<file path="config.mk">
export PLATFORM = sky130hd
export DESIGN_NAME = cfa_grad_pipe
export DESIGN_NICKNAME = d
export VERILOG_FILES = /design/src/rtl/cfa_pkg.sv /design/src/rtl/cfa_entry_sum.sv /design/src/rtl/cfa_grad_pipe.sv
export SDC_FILE = /design/constraint.sdc
export NUM_CORES = 1
export LEC_CHECK = 0
export ABC_AREA = 1
export BUFFER_PORTS_ARGS = -buffer_cell sky130_fd_sc_hd__buf_2
export CORE_MARGIN = 2
export CORE_UTILIZATION = 45
export DETAILED_ROUTE_END_ITERATION = 12
export GPL_ROUTABILITY_DRIVEN = 0
export MAX_ROUTING_LAYER = met4
export PLACE_DENSITY = 0.68
export SKIP_LAST_GASP = 1
export SYNTH_ARGS = -nofsm -noshare
export SYNTH_HDL_FRONTEND = slang
export SYNTH_HIERARCHICAL = 1
export SYNTH_SLANG_ARGS = --single-unit
</file>
<file path="constraint.sdc">
create_clock -name clk -period 10.4 [get_ports clk]
set_clock_uncertainty 0.2 [all_clocks]
set_input_delay 1.04 -clock clk [delete_from_list [all_inputs] [get_ports clk]]
set_output_delay 1.04 -clock clk [all_outputs]
set_load 0.1 [all_outputs]
</file>
<file path="src/rtl/cfa_pkg.sv">
// cfa_pkg: shared mode codes, weight table and width/saturation helpers for the CFA gradient engine
package cfa_pkg;
    localparam logic [1:0] MODE_HV  = 2'd0;
    localparam logic [1:0] MODE_CTR = 2'd1;
    localparam logic [1:0] MODE_BOX = 2'd2;
    localparam logic [1:0] MODE_ALT = 2'd3;
    function automatic int es_w(input int pw, input int taps);
        return pw + $clog2(taps);
    endfunction
    function automatic int gs_w(input int pw, input int taps);
        return es_w(pw, taps) + 4;
    endfunction
    // MODE_ALT deliberately aliases MODE_HV
    function automatic logic signed [2:0] weight(input logic [1:0] mode, input int idx);
        logic signed [2:0] w_hv, w_ctr;
        w_hv  = idx == 0 ? 3'sd1 : idx == 1 ? -3'sd2 : idx == 3 ? 3'sd2 : idx == 4 ? -3'sd1 : 3'sd0;
        w_ctr = (idx == 0 || idx == 4) ? 3'sd1 : idx == 2 ? -3'sd2 : 3'sd0;
        return mode == MODE_BOX ? 3'sd1 : mode == MODE_CTR ? w_ctr : (mode == MODE_ALT ? w_hv : w_hv);
    endfunction
    // true when mag does not fit in w unsigned bits
    function automatic logic clips(input logic [63:0] mag, input int w);
        return (mag >> w) != 64'd0;
    endfunction
endpackage

</file>
<file path="src/rtl/cfa_entry_sum.sv">
// cfa_entry_sum: combinational balanced adder tree summing TAPS unsigned pixels
//   pix_i  TAPS*PIXEL_W  tap j at [j*PIXEL_W +: PIXEL_W]
//   sum_o  ES_W          unsigned sum, cannot overflow
module cfa_entry_sum
    import cfa_pkg::*;
#(
    parameter int PIXEL_W = 12,
    parameter int TAPS    = 5
) (
    input  logic [TAPS*PIXEL_W-1:0]        pix_i,
    output logic [es_w(PIXEL_W, TAPS)-1:0] sum_o
);
    localparam int ES_W = es_w(PIXEL_W, TAPS);
    localparam int LV   = $clog2(TAPS);
    localparam int N    = 1 << LV;
    // tree padded to a power of two with zero leaves
    for (genvar l = 0; l <= LV; l++) begin : lv
        logic [ES_W-1:0] s [N >> l];
        for (genvar k = 0; k < (N >> l); k++) begin : nd
            if (l == 0) begin : leaf
                if (k < TAPS) begin : tap
                    assign s[k] = ES_W'(pix_i[k*PIXEL_W +: PIXEL_W]);
                end else begin : pad
                    assign s[k] = '0;
                end
            end else begin : add
                assign s[k] = lv[l-1].s[2*k] + lv[l-1].s[2*k+1];
            end
        end
    end
    assign sum_o = lv[LV].s[0];
endmodule

</file>
<file path="src/rtl/cfa_grad_pipe.sv">
// cfa_grad_pipe: 3-stage valid/ready gradient engine with per-frame max and handoff count
//   start             clears grad_max/out_cnt (coincident handoff counts as the first)
//   in_valid/in_ready window handshake; pix_in entry i tap j at [(i*TAPS+j)*PIXEL_W +: PIXEL_W]
//   mode              weight set sampled with the window
//   out_valid/out_ready result handshake; e_out, grad_out, grad_sat aligned with out_valid
//   grad_max, out_cnt running stats over handed-off results
module cfa_grad_pipe
    import cfa_pkg::*;
#(
    parameter int PIXEL_W = 12,
    parameter int TAPS    = 5,
    parameter int OUT_W   = PIXEL_W + 5,
    parameter int CNT_W   = 16
) (
    input  logic                             clk,
    input  logic                             rst,
    input  logic                             start,
    input  logic                             in_valid,
    output logic                             in_ready,
    input  logic [5*TAPS*PIXEL_W-1:0]        pix_in,
    input  logic [1:0]                       mode,
    output logic                             out_valid,
    input  logic                             out_ready,
    output logic [5*es_w(PIXEL_W, TAPS)-1:0] e_out,
    output logic [OUT_W-1:0]                 grad_out,
    output logic                             grad_sat,
    output logic [OUT_W-1:0]                 grad_max,
    output logic [CNT_W-1:0]                 out_cnt
);
    localparam int ES_W = es_w(PIXEL_W, TAPS);
    localparam int GS_W = gs_w(PIXEL_W, TAPS);
    logic                     en, hs;
    logic                     v1_q, v2_q, v3_q;
    logic [5*ES_W-1:0]        es_d, e1_q, e2_q, e3_q;
    logic [1:0]               mode1_q;
    logic signed [GS_W-1:0]   gs_d, gs2_q, ext, mag;
    logic signed [2:0]        w;
    logic [GS_W-1:0]          abs_d;
    logic                     sat_d, sat_q;
    logic [OUT_W-1:0]         grad_d, grad_q, max_d, max_q;
    logic [CNT_W-1:0]         cnt_d, cnt_q;
    assign en       = !v3_q || out_ready;
    assign hs       = v3_q && out_ready;
    assign in_ready = en;
    for (genvar i = 0; i < 5; i++) begin : ent
        cfa_entry_sum #(.PIXEL_W(PIXEL_W), .TAPS(TAPS)) u_sum (
            .pix_i(pix_in[i*TAPS*PIXEL_W +: TAPS*PIXEL_W]),
            .sum_o(es_d[i*ES_W +: ES_W])
        );
    end
    // weights are limited to 0, +-1, +-2 so each term is a shift plus add/subtract
    always_comb begin
        gs_d = '0;
        w    = '0;
        ext  = '0;
        mag  = '0;
        for (int i = 0; i < 5; i++) begin
            w    = weight(mode1_q, i);
            ext  = $signed({4'b0, e1_q[i*ES_W +: ES_W]});
            mag  = (w == 3'sd0) ? '0 : (w == 3'sd2 || w == -3'sd2) ? ext <<< 1 : ext;
            gs_d = w[2] ? gs_d - mag : gs_d + mag;
        end
    end
    always_comb begin
        abs_d  = gs2_q[GS_W-1] ? GS_W'(-gs2_q) : GS_W'(gs2_q);
        sat_d  = clips(64'(abs_d), OUT_W);
        grad_d = sat_d ? '1 : OUT_W'(abs_d);
        max_d  = start ? (hs ? grad_q : '0) : (hs && grad_q > max_q) ? grad_q : max_q;
        cnt_d  = start ? CNT_W'(hs) : (hs && !(&cnt_q)) ? cnt_q + CNT_W'(1) : cnt_q;
    end
    always_ff @(posedge clk) begin
        if (rst) begin
            v1_q    <= 1'b0;
            v2_q    <= 1'b0;
            v3_q    <= 1'b0;
            e1_q    <= '0;
            e2_q    <= '0;
            e3_q    <= '0;
            mode1_q <= '0;
            gs2_q   <= '0;
            grad_q  <= '0;
            sat_q   <= 1'b0;
            max_q   <= '0;
            cnt_q   <= '0;
        end else begin
            if (en) begin
                v1_q    <= in_valid;
                e1_q    <= es_d;
                mode1_q <= mode;
                v2_q    <= v1_q;
                e2_q    <= e1_q;
                gs2_q   <= gs_d;
                v3_q    <= v2_q;
                e3_q    <= e2_q;
                grad_q  <= grad_d;
                sat_q   <= sat_d;
            end
            max_q <= max_d;
            cnt_q <= cnt_d;
        end
    end
    assign out_valid = v3_q;
    assign e_out     = e3_q;
    assign grad_out  = grad_q;
    assign grad_sat  = sat_q;
    assign grad_max  = max_q;
    assign out_cnt   = cnt_q;
endmodule
</file>
==> metrics.md <==
| Metric | Value |
|---|---|
| Status | finished clean |
| Share of the yosys chip area belonging to registers | 22.7% |
| PostCTS Resize Cnt | 0 |
| Synth area leader | dfxtp_1 |
| NumNets Final | roughly 4800 |
| 1st-pass router iterations | 5 |
| Syn Inst Count | between 3000 and 4000 |
| Worst Hold Path Cells | 2 |
| FF+latch count, synth | 300 |
| Initial antenna violation count | 4 |
| Slew HR | 26.3% |
| Via-per-instance ratio | 4.88 |
| DRT iter0 DRCs | approximately 1400 |
| Fin. Hold Viols | 0 |
| Drc violations | 0 |
| Count of cell types in the netlist | a little over 60 |
| Worst path required time | 10680 ps |
| Worst EP arrival | approximately 8000 ps |
| Main combinational cell family by area after synthesis | simple AND/OR/NAND/NOR gates |
| Die W | between 200 and 250 microns |
| CP startpoint | mode1_q[0] |
| Die Ht | between 200 and 250 microns |
| Synth top area cells | dfxtp_1 (23%), ha_1 (11%), fa_1 (9.9%) |
| Worst Tran Pin Value | roughly 1100 ps |
| Vias in the first global route | 22500 |
| Die area | 60600 sq um |
| Reg2reg start | mode1_q[0] |
| Synthesized cell area | 26400 sq um |
| Syn nets | 4455 |
| RSZ-0062 raised after global routing | false |
| Multiplexer share of the synthesized area | 0.0379% |
| Most common cell in the netlist | inv_1 |
| Synth Flop Type | dfxtp_1 |
| Hold path startpoint | v2_q |
| Root Driver | clkbuf_16 |
| Setup slack, reg-to-reg | 2650 ps |
| Deepest clock path buffer count | 3 |
| Fmax | 129 MHz |
| Worst-path clk slew | 60 ps |
| Average size of a mapped cell | around 7 sq um |
| Per-cell routed wire length | 13.1 microns |
| Ys Warns | 6 |
| # setup viols final | 0 |
| Setup total negative slack | 0 ps |
| Num CTS Buffers | 31 |
| Io pins | around 440 |
| Crit-path max cell delay | about 530 ps |
| Post-detail-place hpwl | 52.0 mm |
| Final WL | about 65 mm |
| Initial core utilization | around 46% |
| GRT Total Usage | 21.7% |
| Setup crit start kind | register |
| Crit Path Max Fanout | 63 |
| CTS HTree Levels | 1 |
| Core ar. | 57800 sq um |
| Final worst path period need | 7750 ps |
| Max Slew Vio Count | 0 |
| Util after Layout | between 50% and 60% |
| Post-CTS Hold Buffers | 0 |
| Yosys top cell area share | 22.7% |
| Clk sinks | 300 |
| Critical path type | register to register |
| Crit-path slowest cell | buf_4 |
| Max Cap Viol | 0 |
| Area Overhead vs Synth | 14.1% |
| Post-synth ARST share | 0% |
| Vias | 24100 |
| Worst-skew pair later-pin latency | 580 ps |
| Top post-synthesis cells by count | inv_1 (624), nor2_1 (623), nand2_1 (531) |
| Final worst path period share | 74.6% |
| R2R cell count | 41 |
| Synth Area in XOR/XNOR | roughly 6.4% |
| IO buf count | 434 |
| Setup bufs post-CTS | 0 |
| Global route overflow | 0 |
| Post-synth EDFFs | 0 |
| Post-route ant nets | 0 |
| Adder-Cell Fraction of Synth Area | 20.9% |
| First-pass GRT wire length | 108 mm |
| Synth Area in Compound Gates | 14.4% |
| Pin count of the biggest net entering global routing | ~140 |
| Post-Synth Simple-Gate Area | 24.6% |
| Hold crit path type | register to register |
| Cell mode on critical path | nand2_1 |
| Layout cells sized above 1 | between 10% and 20% |
| Critical path endpoint category | register |
| CTS tree | built |
| Num rows | slightly below 90 |
-- cells by family after synthesis --
logic type / count (synthesis)
AOI/OAI and AO/OA: 701
and+or+nand+nor: 1476
adders and majority gates: 362
buffers and inverters: 752
muxes: 1
DFF: 300
xor gates and xnor gates: 194
-- final timing paths --
kind               endpoint
setup / recovery  gs2_q[18]
hold / removal         v2_q
setup reg to reg  gs2_q[18]
hold reg to reg        v2_q
-- metal layers --
metal	GRT usage, %	share of wire [%]	vias up
met5	-	0	-
met4	3.99	1.5	0
met3	2.31	4.8	59
met2	35.5	46	523
met1	29.0	48	10800
li1	-	-	12700
-- layout by cell type (no fill, tap or decap), drive strengths merged, types with 4 or more instances in the layout --
| cell type | n |
|---|---|
| and3 | 6 |
| fa | 130 |
| clkinvlp | 4 |
| nor4 | 4 |
| xor2 | 127 |
| clkbuf | 44 |
| nand2 | 587 |
| nand3 | 154 |
| a21boi | 4 |
| nand4 | 21 |
| a21oi | 247 |
| a31oi | 14 |
| a21o | 17 |
| dfxtp | 300 |
| clkinv | 5 |
| o21ai | 366 |
| o211ai | 20 |
| o21bai | 10 |
| inv | 634 |
| nor3b | 4 |
| o221ai | 6 |
| nand3b | 5 |
| ha | 232 |
| o31ai | 6 |
| nand2b | 5 |
| xnor2 | 67 |
| buf | 440 |
| nor3 | 34 |
| nor2 | 649 |
| diode | 4 |
-- worst max-delay path: cells and delay by family (launching register included) --
kind                     cells  cell delay [ps]
AND/OR/NAND/NOR             15             2070
AO/OA/AOI/OAI               11             1810
adder cells (fa/ha/maj)      5             1660
buffers and inverters        6              920
XOR/XNOR                     3              540
flip-flops                   1              360
multiplexers                 1              130
-- registers in the layout (all words and copies together), names as in the netlist, 2 cells and up --
signal	cells
mode1_q	2
grad_max	17
e1_q	75
out_cnt	16
grad_out	17
gs2_q	19
e2_q	75
e_out	75
-- stage by stage --
step,instance area (sq um),std cells,hold WS [ps],worst slack (ps)
after global routing,30100,4932,289,1750
after floorplan,26400,3786,230,3210
after detailed placement,29100,4871,252,2740
after global placement,29100,4871,245,2840
after CTS,30100,4928,263,2720
final,30100,4932,268,2650
-- final cells by class --
cell class	instances	area [sq um]
fillers	5906	27700
multi-input cells	2734	17500
flip-flops and latches	300	6010
inverters	632	2390
repair buffers	440	2220
well taps	765	957
clock buffers	44	905
clock inverters	13	140
diodes	4	10.0
Power is not shown: default switching activity piles up to over one toggle a cycle in this logic, so the estimate is an artifact.
